$ cat config.mk
export PLATFORM = sky130hd
export DESIGN_NAME = zic_active_level_stack
export DESIGN_NICKNAME = d
export VERILOG_FILES = /design/src/rtl/zic_active_level_stack.sv
export SDC_FILE = /design/constraint.sdc
export NUM_CORES = 1
export LEC_CHECK = 0
export ABC_CLOCK_PERIOD_IN_PS = 10000
export BUFFER_PORTS_ARGS = -buffer_cell sky130_fd_sc_hd__buf_2
export CORE_UTILIZATION = 56
export CTS_CLUSTER_DIAMETER = 200
export DETAILED_ROUTE_END_ITERATION = 16
export PLACE_DENSITY = 0.86
export SETUP_SLACK_MARGIN = 0.02
export SLEW_MARGIN = 20
export SYNTH_ARGS = -nofsm -noshare
export SYNTH_HDL_FRONTEND = slang
export SYNTH_SLANG_ARGS = --single-unit
$ cat constraint.sdc
create_clock -name zic_clk -period 10 [get_ports zic_clk]
set_input_delay 2 -clock zic_clk [delete_from_list [all_inputs] [get_ports zic_clk]]
set_output_delay 2 -clock zic_clk [all_outputs]
set_load 0.005 [all_outputs]
$ cat src/rtl/zic_active_level_stack.sv
// Nested in-service interrupt tracker sitting between ZIC ack/EOI and the CSR.
// Supplies the active level-priority that the ZIC uses as its preemption threshold.
module zic_active_level_stack #(
  parameter int DEPTH = 8
) (
  input  logic       zic_clk,
  input  logic       zic_rst,
  input  logic       ack_valid_i,
  input  logic [7:0] ack_id_i,
  input  logic [7:0] ack_lvl_pr_i,
  input  logic       eoi_valid_i,
  input  logic [7:0] eoi_id_i,
  input  logic       debug_mode_valid_i,
  input  logic       err_clr_i,
  output logic [7:0] active_lvl_pr_o,
  output logic [7:0] active_id_o,
  output logic       active_valid_o,
  output logic [3:0] depth_o,
  output logic       overflow_err_o,
  output logic       underflow_err_o,
  output logic       mismatch_err_o,
  output logic       preempt_err_o
);

  localparam int         IW      = (DEPTH > 1) ? $clog2(DEPTH) : 1;
  localparam logic [3:0] DEPTH_L = 4'(DEPTH);

  // Entry storage: {id, lvl_pr}; deliberately not reset.
  logic [15:0]   stack_q [DEPTH];

  logic [3:0]    depth_q, depth_mid, depth_d;
  logic [7:0]    active_lvl_q, active_lvl_d;
  logic [7:0]    active_id_q, active_id_d;
  logic          active_valid_q, active_valid_d;
  logic          overflow_q, underflow_q, mismatch_q, preempt_q;
  logic          overflow_set, underflow_set, mismatch_set, preempt_set;
  logic          push;

  logic [IW-1:0] cur_idx, mid_idx, nxt_idx, wr_idx;
  logic [7:0]    cur_id;
  logic [7:0]    mid_lvl_raw, mid_lvl;
  logic [15:0]   nxt_top;

  assign cur_idx = IW'(depth_q - 4'd1);
  assign cur_id  = stack_q[cur_idx][15:8];

  // EOI is resolved first; the ack is then judged against the post-EOI top.
  always_comb begin
    depth_mid     = depth_q;
    underflow_set = 1'b0;
    mismatch_set  = 1'b0;
    if (!debug_mode_valid_i && eoi_valid_i) begin
      if (depth_q == 4'd0) begin
        underflow_set = 1'b1;
      end else if (eoi_id_i == cur_id) begin
        depth_mid = depth_q - 4'd1;
      end else begin
        mismatch_set = 1'b1;
      end
    end
  end

  assign mid_idx     = IW'(depth_mid - 4'd1);
  assign mid_lvl_raw = stack_q[mid_idx][7:0];
  assign mid_lvl     = (depth_mid == 4'd0) ? 8'h00 : mid_lvl_raw;
  assign wr_idx      = IW'(depth_mid);

  always_comb begin
    overflow_set = 1'b0;
    preempt_set  = 1'b0;
    push         = 1'b0;
    if (!debug_mode_valid_i && ack_valid_i) begin
      if (depth_mid == DEPTH_L) begin
        overflow_set = 1'b1;
      end
      if (ack_lvl_pr_i <= mid_lvl) begin
        preempt_set = 1'b1;
      end
      push = !overflow_set && !preempt_set;
    end
    depth_d = push ? (depth_mid + 4'd1) : depth_mid;
  end

  assign nxt_idx = IW'(depth_d - 4'd1);
  assign nxt_top = stack_q[nxt_idx];

  // Registered view of the post-update top entry.
  always_comb begin
    active_valid_d = (depth_d != 4'd0);
    active_lvl_d   = 8'h00;
    active_id_d    = 8'h00;
    if (push) begin
      active_lvl_d = ack_lvl_pr_i;
      active_id_d  = ack_id_i;
    end else if (depth_d != 4'd0) begin
      active_lvl_d = nxt_top[7:0];
      active_id_d  = nxt_top[15:8];
    end
    if (debug_mode_valid_i) begin
      active_lvl_d = 8'hFF;
    end
  end

  always_ff @(posedge zic_clk) begin
    if (push && !zic_rst) begin
      stack_q[wr_idx] <= {ack_id_i, ack_lvl_pr_i};
    end
  end

  always_ff @(posedge zic_clk) begin
    if (zic_rst) begin
      depth_q        <= 4'd0;
      active_lvl_q   <= 8'h00;
      active_id_q    <= 8'h00;
      active_valid_q <= 1'b0;
      overflow_q     <= 1'b0;
      underflow_q    <= 1'b0;
      mismatch_q     <= 1'b0;
      preempt_q      <= 1'b0;
    end else begin
      depth_q        <= depth_d;
      active_lvl_q   <= active_lvl_d;
      active_id_q    <= active_id_d;
      active_valid_q <= active_valid_d;
      // A new error in the clearing cycle still sets its flag.
      overflow_q     <= (overflow_q  & ~err_clr_i) | overflow_set;
      underflow_q    <= (underflow_q & ~err_clr_i) | underflow_set;
      mismatch_q     <= (mismatch_q  & ~err_clr_i) | mismatch_set;
      preempt_q      <= (preempt_q   & ~err_clr_i) | preempt_set;
    end
  end

  assign active_lvl_pr_o = active_lvl_q;
  assign active_id_o     = active_id_q;
  assign active_valid_o  = active_valid_q;
  assign depth_o         = depth_q;
  assign overflow_err_o  = overflow_q;
  assign underflow_err_o = underflow_q;
  assign mismatch_err_o  = mismatch_q;
  assign preempt_err_o   = preempt_q;

endmodule

# [After elaboration in Yosys (flattened, before gate mapping)]
# Memory sizes are Yosys's and may differ from the RTL's.
# Index checks and enable logic that the tools add are counted.
[op_classes] bitwise_logic=9 magnitude_cmp=1 eq_ne=2 reduce_logical=11 muxes=24 addsub=4
[ops] operator="two-way mux 8 bit" count=6
[ops] operator="two-way mux 4 bit" count=4
[ops] operator="two-way mux 1 bit" count=14
[ops] operator="equality test 8 bit" count=1
[ops] operator="less-or-equal comparator 8 bit" count=1
[ops] operator="zero test 4 bit" count=2
[ops] operator="subtractor 3 x 1 -> 3 bit (second input constant)" count=2
[ops] operator="adder 4 x 1 -> 4 bit (second input constant)" count=1
[ops] operator="AND 1 bit" count=4
[ops] operator="equality test 4 bit (second input constant)" count=1
[ops] operator="logical AND 1 bit" count=4
[ops] operator="zero test 1 bit" count=4
[ops] operator="OR 1 bit" count=4
[ops] operator="nonzero test 4 bit" count=1
[ops] operator="subtractor 4 x 1 -> 4 bit (second input constant)" count=1
[ops] operator="NOT 1 bit" count=1
[totals] register_bits=25 mem_bits_rw=128 out_inout_bits=25 input_bits=30 n_memories=1
[memory_table] name="stack_q" depth=8 width=16 read_ports=3 rd_clocked_by_memory_dff=0 wr=1 line_no="29" source="logic [15:0] stack_q [DEPTH];"

# [Logic depth before layout (Yosys ltp)]
# Gate-level depths: netlist of run 1.
# An unclocked memory read counts as a cell.
[depth] ltp_word=21 mapped_depth=40

# [Worst setup path after synthesis of run 1]
# OpenSTA, ideal clock, no wires.
[synth_timing] path_type="input port to flip-flop" from="in eoi_id_i[4]" to="reg active_id_q[6] (netlist: active_id_o[6])" cell_stages=34 arrival_ns=8.428 path_buffers=9 required_ns=9.921 path_slack_ns=1.493 path_cell_list="xnor2_1 nand4_2 nor3_4 a32oi_2 xnor2_2 inv_2 buf_4 buf_4 buf_4 ha_1 buf_1 clkbuf_1 mux4_2 mux2i_1 a21o_1 ha_1 a21o_1 a21oi_1 nand2b_1 o211ai_1 nor2_4 buf_2 buf_2 buf_2 nor2_1 a21oi_1 ha_1 inv_2 nand2_1 clkbuf_1 nor3_1 a221o_1 a211o_1 o211ai_1"
[synth_via] elab_chain_cells=18 elab_cells_between_ends=24 cone_classes="3 x add/sub; 1 x order compare; 2 x eq/ne; 12 x mux; 5 x reduce/logical; 1 x memory"
[synth_lines] item="start, declared" line_no="12" source="input logic [7:0] eoi_id_i,"
[synth_lines] item="equality test 8 bit (*)" line_no="55" source="end else if (eoi_id_i == cur_id) begin"
[synth_lines] item="two-way mux 4 bit (*)" line_no="55"
[synth_lines] item="two-way mux 4 bit (*)" line_no="53" source="if (depth_q == 4'd0) begin"
[synth_lines] item="two-way mux 4 bit (*)" line_no="52" source="if (!debug_mode_valid_i && eoi_valid_i) begin"
[synth_lines] item="subtractor 3 x 1 -> 3 bit" line_no="63" source="assign mid_idx = IW'(depth_mid - 4'd1);"
[synth_lines] item="memory (8 x 16 bit)"
[synth_lines] item="two-way mux 8 bit" line_no="65" source="assign mid_lvl = (depth_mid == 4'd0) ? 8'h00 : mid_lvl_raw;"
[synth_lines] item="less-or-equal comparator 8 bit" line_no="76" source="if (ack_lvl_pr_i <= mid_lvl) begin"
[synth_lines] item="(+2 left out)"
[synth_lines] item="zero test 1 bit" line_no="79" source="push = !overflow_set && !preempt_set;"
[synth_lines] item="logical AND 1 bit" line_no="79"
[synth_lines] item="two-way mux 1 bit" line_no="72" source="if (!debug_mode_valid_i && ack_valid_i) begin"
[synth_lines] item="two-way mux 4 bit" line_no="81" source="depth_d = push ? (depth_mid + 4'd1) : depth_mid;"
[synth_lines] item="subtractor 3 x 1 -> 3 bit" line_no="84" source="assign nxt_idx = IW'(depth_d - 4'd1);"
[synth_lines] item="memory (8 x 16 bit)"
[synth_lines] item="two-way mux 8 bit" line_no="95" source="end else if (depth_d != 4'd0) begin"
[synth_lines] item="two-way mux 8 bit (*)" line_no="92" source="if (push) begin"
[synth_lines] item="end signal, assigned" line_no="123" source="active_id_q <= active_id_d;"
[synth_lines] item="end, declared" line_no="33" source="logic [7:0] active_id_q, active_id_d;"
# Every way passes the cells marked *; elsewhere a longest branch is shown, timed or not. The select of a mux whose other input is x is not followed.
# A chain may end at the register's enable or synchronous reset.

# [Final worst setup path of run 1]
[layout_timing] from="reg depth_q[1] (netlist: depth_o[1])" to="reg active_id_q[7] (netlist: active_id_o[7])"
[layout_via] elab_chain_cells=20 elab_cells_between_ends=26 cone_classes="4 x add/sub; 1 x order compare; 2 x eq/ne; 12 x mux; 6 x reduce/logical; 1 x memory"
[layout_lines] item="start, declared" line_no="31" source="logic [3:0] depth_q, depth_mid, depth_d;"
[layout_lines] item="start signal, assigned" line_no="121" source="depth_q <= depth_d;"
[layout_lines] item="subtractor 4 x 1 -> 4 bit" line_no="56" source="depth_mid = depth_q - 4'd1;"
[layout_lines] item="memory (8 x 16 bit)"
[layout_lines] item="equality test 8 bit" line_no="55"
[layout_lines] item="two-way mux 4 bit" line_no="55"
[layout_lines] item="two-way mux 4 bit" line_no="53"
[layout_lines] item="two-way mux 4 bit (*)" line_no="52"
[layout_lines] item="subtractor 3 x 1 -> 3 bit" line_no="63"
[layout_lines] item="memory (8 x 16 bit)"
[layout_lines] item="(+4 left out)"
[layout_lines] item="zero test 1 bit" line_no="79"
[layout_lines] item="logical AND 1 bit" line_no="79"
[layout_lines] item="two-way mux 1 bit" line_no="72"
[layout_lines] item="two-way mux 4 bit" line_no="81"
[layout_lines] item="subtractor 3 x 1 -> 3 bit" line_no="84"
[layout_lines] item="memory (8 x 16 bit)"
[layout_lines] item="two-way mux 8 bit" line_no="95"
[layout_lines] item="two-way mux 8 bit (*)" line_no="92"
# Marked as above.

==> results_dict.tcl, run 1 <==
set metrics [dict create \
    grt-ovfl-total 0 \
    arrival_ns 9.87 \
    place.gp.congestion 0.9559 \
    fill_cells 912 \
    drive_above_1_share_pct 23.80 \
    grt_pass1_wl_um 33980 \
    finalWirelength_um 22220 \
    insertion_delay_ns 0.43 \
    fin_tns_setup_ns 0 \
    rsz0062_at_grt "no" \
    slowest_stage "ha_1" \
    yosys.area.top_type "edfxtp_1" \
    syn-num-nets 662 \
    die_w_um 121.3 \
    cts_hold_buf 0 \
    synthFlopType "edfxtp_1" \
    dpl_cell_area_sq_mm 0.008427 \
    syn_area_sq_mm 0.007976 \
    cts.clk_slew.worst_paths_ns 0.06 \
    timing.hold.ws_ns 0.4888 \
    p_comb_share_pct 20.6 \
    pre_cts_slack_ns 0.3552 \
    postCtsSetupBuffers 0 \
    setup_viol 0 \
    status "completed" \
    h-tree-depth 4 \
    crit_family "adder cells" \
    antenna_found_initial 0 \
    fin_area_sq_mm 0.009041 \
    p_per_area_mw_per_mm2 191.8 \
    cts-resized-gates 0 \
    avgViaCountPerCell 7.324 \
    antenna_left 0 \
    cp_slowest_stage_delay_ns 0.84 \
    switchingPower_mw 0.4887 \
    ys_ff_latch 153 \
    hold_class "flop to flop" \
    p_leak_nw 3.201 \
    clock_skew_ns 0.01399 \
    syn_inst 619 \
    syn_avg_cell_area_sq_um 12.89 \
    start_kind "flop" \
    slew_viol_final 0 \
    yosysWarnings 0 \
    clockBufferDepth 2 \
    crit_top_cell "ha_1" \
    pin_count 55 \
    final_common_cell "edfxtp_1" \
    synth_area_leaders "edfxtp_1 48%, mux4_2 10%, dfxtp_1 6.3%" \
    power_mw 1.734 \
    vias 6335 \
    seqPwrFrac_pct 41.0 \
    drt_iter0_drc 1277 \
    clockPowerShare_pct 38.4 \
    start_util_pct 57.46 \
    hold_viol_final 0 \
    row_count 43 \
    layout_min_cycle_time_ns 9.544 \
    die_h_um 121.3 \
    cp.buffers_inverters 4 \
    ir_worst_vdd_mv 0.1365 \
    crit_path_end_kind "flop" \
    maxCapViolations 0 \
    grt_pass1_vias 6193 \
    synth_top_area_share_pct 48.19 \
    final_cells 865 \
    worst_pin_slew_ns 1.136 \
    clkSinkCount 153 \
    path_class "flop to flop" \
    antennaDiodeCount 0 \
    setup_slack_ns 0.4560 \
    die-area_sq_mm 0.01472 \
    slew_headroom_pct 24.18 \
    grt.total_usage_pct 31.33 \
    drcViolationCount 0 \
    dr.pass1.iters 7 \
    switching_share_pct 28.18 \
    area_growth_pct 13.35 \
    num-nets-final 715 \
    fmax_ghz 0.1048 \
    avgRoutedWirePerCell_um 25.69 \
    cts_tree "yes" \
    cts-root-buf "clkbuf_16" \
    synth-edff-count 128 \
    netlist-cell-type-count 61 \
    core-area_sq_mm 0.01388 \
    cp.required_ns 10.32 \
    place_inst 833 \
    port_buffers 54 \
    final_cell_mix "128 x edfxtp_1, 68 x nand2_1, 54 x buf_2" \
    cts_made_buffers 17 \
    critPathMaxFanout 27 \
    fin_crit_sh_pct 95.44 \
    seq_area_frac_synth_pct 54.46 \
    fin_util_pct 65.13 \
    async_flop_share_pct 0 \
    intPower_mw 1.245 \
    grt_max_degree 42 \
    dp_hpwl_um 13710 \
]
-- worst register-to-register path: cells and delay by family (launching register included) --
kind	cells	cell delay, ns
adders and majority gates	4	2.51
AOI/OAI and AO/OA	8	2.03
and+or+nand+nor	6	1.59
muxes	4	1.45
buffers and inverters	4	0.94
xor gates and xnor gates	2	0.55
DFF	1	0.38
-- final timing paths --
path                                   from                        end  slack, ns  cells after the start
hold reg to reg   mismatch_err_o$_SDFF_PP0_  mismatch_err_o$_SDFF_PP0_       0.49                      2
setup / recovery      depth_o[1]$_SDFF_PP0_  active_id_o[7]$_SDFF_PP0_       0.46                     28
setup reg to reg      depth_o[1]$_SDFF_PP0_  active_id_o[7]$_SDFF_PP0_       0.46                     28
hold / removal    mismatch_err_o$_SDFF_PP0_  mismatch_err_o$_SDFF_PP0_       0.49                      2
-- kinds of logic after synthesis --
logic type / count (synthesis) / synth area share, %
DFF: 153 / 54.46
xor gates and xnor gates: 22 / 2.745
and+or+nand+nor: 173 / 10.18
muxes: 66 / 14.73
buffers and inverters: 47 / 2.965
AOI/OAI and AO/OA: 145 / 12.88
adders and majority gates: 13 / 2.039
-- metal layers --
| layer | up-vias | global-route usage (%) | part of all wire, % |
|---|---|---|---|
| li1 | 2549 | - | - |
| met5 | - | 0 | 0 |
| met1 | 2993 | 40.29 | 35 |
| met4 | 0 | 18.21 | 5.7 |
| met3 | 149 | 7.801 | 13 |
| met2 | 644 | 48.22 | 46 |
-- Yosys cell counts (3+ instances only) --
cell,n
edfxtp_1,128
nand2_1,68
nor2_1,41
mux4_2,37
a21oi_1,30
o22ai_1,30
dfxtp_1,25
mux2i_1,24
nand3_1,22
xnor2_1,19
buf_2,16
nor3_1,16
ha_1,13
o21ai_0,13
clkbuf_1,12
a21o_1,9
o211ai_1,9
o22a_1,9
a211o_1,8
a221o_1,8
o31ai_1,7
a22o_1,6
inv_1,6
nor2b_1,6
buf_4,4
a22oi_1,3
and2_1,3
buf_1,3
buf_6,3
mux4_1,3
-- layout make-up --
cell class	instances	area, sq um	share of cell area [%]
Clock buffer	20	446.7	4.940
Tap cell	180	225.2	2.491
Multi-Input combinational cell	419	3418	37.81
Inverter	9	36.28	0.4013
Sequential cell	153	4344	48.05
Clock inverter	12	165.2	1.827
Timing Repair Buffer	72	405.4	4.484
-- power groups by stage --
stage / Combinational (mW) / Sequential [mW] / Clock [mW]
after global routing: 0.374 / 0.711 / 0.691
final: 0.358 / 0.711 / 0.666
after floorplan: 0.240 / 0.724 / 0
after detailed placement: 0.339 / 0.724 / 0
after CTS: 0.345 / 0.710 / 0.663
after global placement: 0.327 / 0.723 / 0
-- flip-flops by register name (all words and copies together) (netlist names) --
signal,flops
active_lvl_pr_o,8
depth_o,4
active_valid_o,1
active_id_o,8
overflow_err_o,1
preempt_err_o,1
stack_q,128
mismatch_err_o,1
underflow_err_o,1
No activity file was read; power rests on OpenSTA's default activity.
==> inputs of run 2 (changes only) <==
--- a/config.mk
+++ b/config.mk
@@ -5,7 +5,7 @@
 export SDC_FILE = /design/constraint.sdc
 export NUM_CORES = 1
 export LEC_CHECK = 0
-export ABC_CLOCK_PERIOD_IN_PS = 10000
+export ABC_CLOCK_PERIOD_IN_PS = 10500
 export BUFFER_PORTS_ARGS = -buffer_cell sky130_fd_sc_hd__buf_2
 export CORE_UTILIZATION = 56
 export CTS_CLUSTER_DIAMETER = 200
==> constraint.sdc (replaced) <==
create_clock -name zic_clk -period 10.5 [get_ports zic_clk]
set_input_delay 2.1 -clock zic_clk [delete_from_list [all_inputs] [get_ports zic_clk]]
set_output_delay 2.1 -clock zic_clk [all_outputs]
set_load 0.005 [all_outputs]
==> run 2 against run 1 <==
Against the previous run:
- clock skew fell by 0.0044 ns
- core utilization fell by 0.19 points
- wire length rose by 1.3%
- largest cell class unchanged
- highest routed layer unchanged
- global-route usage rose by 0.71 points
- critical path depth fell by 2
- worst setup slack improved by 0.32 ns
- hold slack improved by 0.024 ns
- combinational power fell by 4%
- critical endpoint is now active_id_o[3]$_SDFF_PP0_
- clock power fell by 6.8%
==> results_dict.tcl, run 2 (synthesized netlist as in run 1, its figures left out) <==
set metrics [dict create \
    finalWirelength_um 22500 \
    startpoint "eoi_id_i[4]" \
    core-area_sq_mm 0.01388 \
    fmax_ghz 0.1028 \
    drive_above_1_share_pct 23.87 \
    pin_count 55 \
    h-tree-depth 4 \
    p_leak_nw 3.198 \
    hold_class "flop to flop" \
    maxCapViolations 0 \
    largest_register_ffs 128 \
    dp_hpwl_um 13750 \
    slew_headroom_pct 25.79 \
    insertion_delay_ns 0.43 \
    avgViaCountPerCell 7.346 \
    cts.clk_slew.worst_paths_ns 0.07 \
    start_kind "input pin" \
    drt_iter0_drc 1429 \
    switchingPower_mw 0.4819 \
    min_from "underflow_err_o$_SDFF_PP0_" \
    final_cells 863 \
    final_cell_mix "128 x edfxtp_1, 68 x nand2_1, 54 x buf_2" \
    grt_pass1_vias 6124 \
    num-nets-final 713 \
    slew_viol_final 0 \
    dr.pass1.iters 7 \
    final_common_cell "edfxtp_1" \
    crit_path_end_kind "flop" \
    antennaDiodeCount 0 \
    worst_r2r_startpoint "depth_o[1]$_SDFF_PP0_" \
    grt.total_usage_pct 32.04 \
    switching_share_pct 29.40 \
    area_growth_pct 13.02 \
    cts_tree "yes" \
    die_w_um 121.3 \
    cts_hold_buf 0 \
    clkSinkCount 153 \
    antenna_found_initial 0 \
    die-area_sq_mm 0.01472 \
    ir_worst_vdd_mv 0.1281 \
    layout_min_cycle_time_ns 9.729 \
    start_util_pct 57.46 \
    critPathMaxFanout 27 \
    arrival_ns 10.07 \
    grt-ovfl-total 0 \
    setup_viol 0 \
    clockPowerShare_pct 37.9 \
    hold_viol_final 0 \
    p_comb_share_pct 20.9 \
    fin_util_pct 64.95 \
    clock_skew_ns 0.009630 \
    rsz0062_at_grt "no" \
    antenna_left 0 \
    cp.required_ns 10.84 \
    place_inst 831 \
    port_buffers 54 \
    cts-resized-gates 0 \
    regMostFlops "stack_q" \
    seqPwrFrac_pct 41.2 \
    path_class "input pin to flop" \
    clockBufferDepth 2 \
    fin_crit_sh_pct 92.66 \
    drcViolationCount 0 \
    avgRoutedWirePerCell_um 26.08 \
    place.gp.congestion 0.9464 \
    p_per_area_mw_per_mm2 181.8 \
    die_h_um 121.3 \
    row_count 43 \
    intPower_mw 1.157 \
    status "completed" \
    worst_pin_slew_ns 1.112 \
    vias 6340 \
    cts_made_buffers 17 \
    postCtsSetupBuffers 0 \
    fin_tns_setup_ns 0 \
    grt_max_degree 38 \
    grt_pass1_wl_um 34530 \
    timing.hold.ws_ns 0.5125 \
    cts-root-buf "clkbuf_16" \
]
[run 2: worst max-delay path, stage by stage]
cell,delay (ns)
buf_2,0.12
xnor2_1,0.29
nand4_2,0.24
nor3_4,0.24
a32oi_2,0.19
mux2i_1,0.46
inv_1,0.27
ha_1,0.87
mux4_2,0.42
mux2i_1,0.15
a21o_1,0.10
ha_1,0.24
nor2b_1,0.15
o21ai_0,0.23
a21oi_1,0.13
o211ai_1,0.60
nor2_4,0.22
xnor2_4,0.22
inv_4,0.15
ha_1,0.71
inv_2,0.44
nand2_1,0.66
nor3_1,0.16
a221o_1,0.31
a211o_1,0.27
o211ai_1,0.10
[run 2: layout make-up]
cell class | count | area (sq um)
Clock buffer | 17 | 425.4
Clock inverter | 15 | 166.4
Fill cell | 915 | 4866
Inverter | 9 | 36.28
Multi-Input combinational cell | 419 | 3427
Sequential cell | 153 | 4344
Tap cell | 180 | 225.2
Timing Repair Buffer | 70 | 390.4
[run 2: per-stage QoR]
stage | instance area, sq um | worst slack [ns] | power, mW
6_report | 9015 | 0.7711 | 1.639
5_1_grt | 9015 | 0.4252 | 1.681
4_1_cts | 9007 | 1.090 | 1.625
3_5_place_dp | 8416 | 0.7313 | 1.010
3_3_place_gp | 8412 | 1.131 | 0.9950
2_1_floorplan | 7976 | 1.893 | 0.9181
[run 2: worst paths after layout]
path,endpoint,slack [ns],cells after the start
max,active_id_o[3]$_SDFF_PP0_,0.77,26
max reg2reg,active_id_o[3]$_SDFF_PP0_,0.86,28
min,underflow_err_o$_SDFF_PP0_,0.51,2
min reg2reg,underflow_err_o$_SDFF_PP0_,0.51,2
[run 2: power by group through the flow]
stage	combinational (mW)	sequential, mW	clock, mW
3_5_place_dp	0.321	0.689	0
6_report	0.342	0.676	0.621
2_1_floorplan	0.228	0.690	0
4_1_cts	0.328	0.676	0.621
5_1_grt	0.357	0.676	0.647
3_3_place_gp	0.307	0.688	0
[run 2: metal layers]
| metal | up-vias | wire (um) | GRT usage [%] |
|---|---|---|---|
| met4 | 0 | 1353 | 16.67 |
| met1 | 2950 | 7783 | 41.78 |
| met3 | 181 | 3223 | 10.76 |
| met2 | 658 | 10140 | 47.48 |
| li1 | 2551 | - | - |
| met5 | - | 0 | 0 |
==> inputs of run 3 (changes only) <==
--- a/config.mk
+++ b/config.mk
@@ -10,7 +10,7 @@
 export CORE_UTILIZATION = 56
 export CTS_CLUSTER_DIAMETER = 200
 export DETAILED_ROUTE_END_ITERATION = 16
-export PLACE_DENSITY = 0.86
+export PLACE_DENSITY = 0.75
 export SETUP_SLACK_MARGIN = 0.02
 export SLEW_MARGIN = 20
 export SYNTH_ARGS = -nofsm -noshare
==> run 3 against run 2 <==
Against the previous run:
- hold slack worse by 0.012 ns
- final cell count is 0.70% higher
- sequential cell count stayed put
- first-iteration DRC count is 41% lower
- clock power is 2% lower
- core utilization is 0.31 points higher
- via count is 5.7% lower
- fmax is 0.76% higher
- worst setup slack better by 0.073 ns
- non-clock buffer count is 6 higher
- largest cell class unchanged
- highest routed layer unchanged
==> results_dict.tcl, run 3 (synthesized netlist as in run 1, its figures left out) <==
set metrics [dict create \
    status "completed" \
    core-area_sq_mm 0.01388 \
    r2r_end "active_id_o[5]$_SDFF_PP0_" \
    drt_iter0_drc 839 \
    antennaDiodeCount 0 \
    cts.clk_slew.worst_paths_ns 0.06 \
    worst_pin_slew_ns 1.129 \
    arrival_ns 10.00 \
    cts_hold_buf 0 \
    fin_area_sq_mm 0.009057 \
    wl_met1_um 8378 \
    slew_viol_final 0 \
    final_common_cell "edfxtp_1" \
    place_inst 833 \
    wl_met2_um 10280 \
    avgRoutedWirePerCell_um 25.49 \
    reg2reg_depth 29 \
    crit_path_end_kind "flop" \
    pin_count 55 \
    slowest_stage "ha_1" \
    insertion_delay_ns 0.43 \
    fin_tns_setup_ns 0 \
    finalWirelength_um 22150 \
    cp_slowest_stage_delay_ns 0.84 \
    start_util_pct 57.46 \
    area_growth_pct 13.55 \
    grt.total_usage_pct 31.96 \
    ir_worst_vdd_mv 0.1582 \
    avgViaCountPerCell 6.881 \
    port_buffers 54 \
    final_cells 869 \
    cts-root-buf "clkbuf_16" \
    regMostFlops "stack_q" \
    hold_depth 2 \
    grt-ovfl-total 0 \
    vias 5980 \
    rsz0062_at_grt "no" \
    die_h_um 121.3 \
    num-nets-final 719 \
    dr_wl_met3_um 2895 \
    place.gp.congestion 0.8840 \
    top_layer "met4" \
    clockBufferDepth 2 \
    slew_headroom_pct 24.20 \
    critPathMaxFanout 48 \
    final_cell_mix "128 x edfxtp_1, 67 x nand2_1, 54 x buf_2" \
    dpl_cell_area_sq_mm 0.008427 \
    r2r_setup_slack_ns 0.89 \
    row_count 43 \
    grt_max_degree 49 \
    die_w_um 121.3 \
    hold_class "flop to flop" \
    maxCapViolations 0 \
    startpoint "eoi_id_i[4]" \
    timing.hold.ws_ns 0.5006 \
    clkSinkCount 153 \
    cp.buffers_inverters 5 \
    fin_util_pct 65.25 \
    fin_crit_sh_pct 91.96 \
    layout_min_cycle_time_ns 9.656 \
    holdPathEnd "underflow_err_o$_SDFF_PP0_" \
    dr.pass1.iters 5 \
    die-area_sq_mm 0.01472 \
    p_per_area_mw_per_mm2 180.0 \
    dp_hpwl_um 13910 \
    drcViolationCount 0 \
    h-tree-depth 4 \
    drive_above_1_share_pct 24.09 \
    setup_viol 0 \
    hold_viol_final 0 \
    antenna_found_initial 0 \
    p_leak_nw 3.222 \
    cts_tree "yes" \
    start_kind "input pin" \
    worst_r2r_startpoint "depth_o[1]$_SDFF_PP0_" \
    path_class "input pin to flop" \
    grt_pass1_wl_um 33660 \
    antenna_left 0 \
    grt_pass1_vias 5895 \
    cts_made_buffers 17 \
    min_from "underflow_err_o$_SDFF_PP0_" \
    fmax_ghz 0.1036 \
    largest_register_ffs 128 \
    clock_skew_ns 0.009650 \
    crit_family "compound AO/OA/AOI/OAI gates" \
    cp.required_ns 10.85 \
]
## run 3: how the worst max path moves through the flow
stage | end | slack [ns] | cells after the start
after floorplan | active_id_o[6]$_SDFF_PP0_ | 1.89 | 34
after global placement | active_id_o[6]$_SDFF_PP0_ | 0.37 | 26
after global routing | active_id_o[5]$_SDFF_PP0_ | 0.33 | 29
final | active_id_o[5]$_SDFF_PP0_ | 0.84 | 27
after CTS | active_id_o[4]$_SDFF_PP0_ | 0.43 | 26
after detailed placement | active_id_o[4]$_SDFF_PP0_ | 0.07 | 26
## run 3: routing by layer
metal  GRT usage [%]  vias up
met3           9.211       59
li1                -     2550
met5               0        -
met2           48.05      468
met1           43.38     2903
met4           13.58        0
## run 3: cell type report
cell class	count	area [sq um]
clock buffer	19	432.9
sequential	153	4344
timing repair buffer	76	435.4
inverter	9	36.28
tap	180	225.2
clock inverter	13	153.9
fill	1010	4823
multi-input combinational	419	3430
## run 3: what timing repair did
item                       4_1_cts  5_1_grt
gates resized for setup          0        1
setup endpoints to repair        0        9
buffers inserted                 0        4
## run 3: worst register-to-register path, delay by kind of cell, from the launching register on
family	cells	cell delay (ns)
AOI/OAI and AO/OA	10	1.82
muxes	4	1.43
buffers and inverters	5	1.62
and+or+nand+nor	5	1.34
DFF	1	0.39
xor gates and xnor gates	1	0.38
adders and majority gates	4	2.56
## run 3: where the power goes
part | internal [mW] | leakage, nW | total (mW) | switching [mW]
clock | 0.371 | 0.280 | 0.609 | 0.238
sequential | 0.671 | 1.36 | 0.676 | 0.00528
combinational | 0.135 | 1.58 | 0.345 | 0.210
total | 1.18 | 3.22 | 1.63 | 0.453
## run 3: metrics by stage
stage | setup slack (ns) | total power [mW]
final | 0.8441 | 1.631
after global routing | 0.3309 | 1.680
after CTS | 0.4262 | 1.623
after detailed placement | 0.06807 | 1.016
after global placement | 0.3745 | 1.011
after floorplan | 1.893 | 0.9181
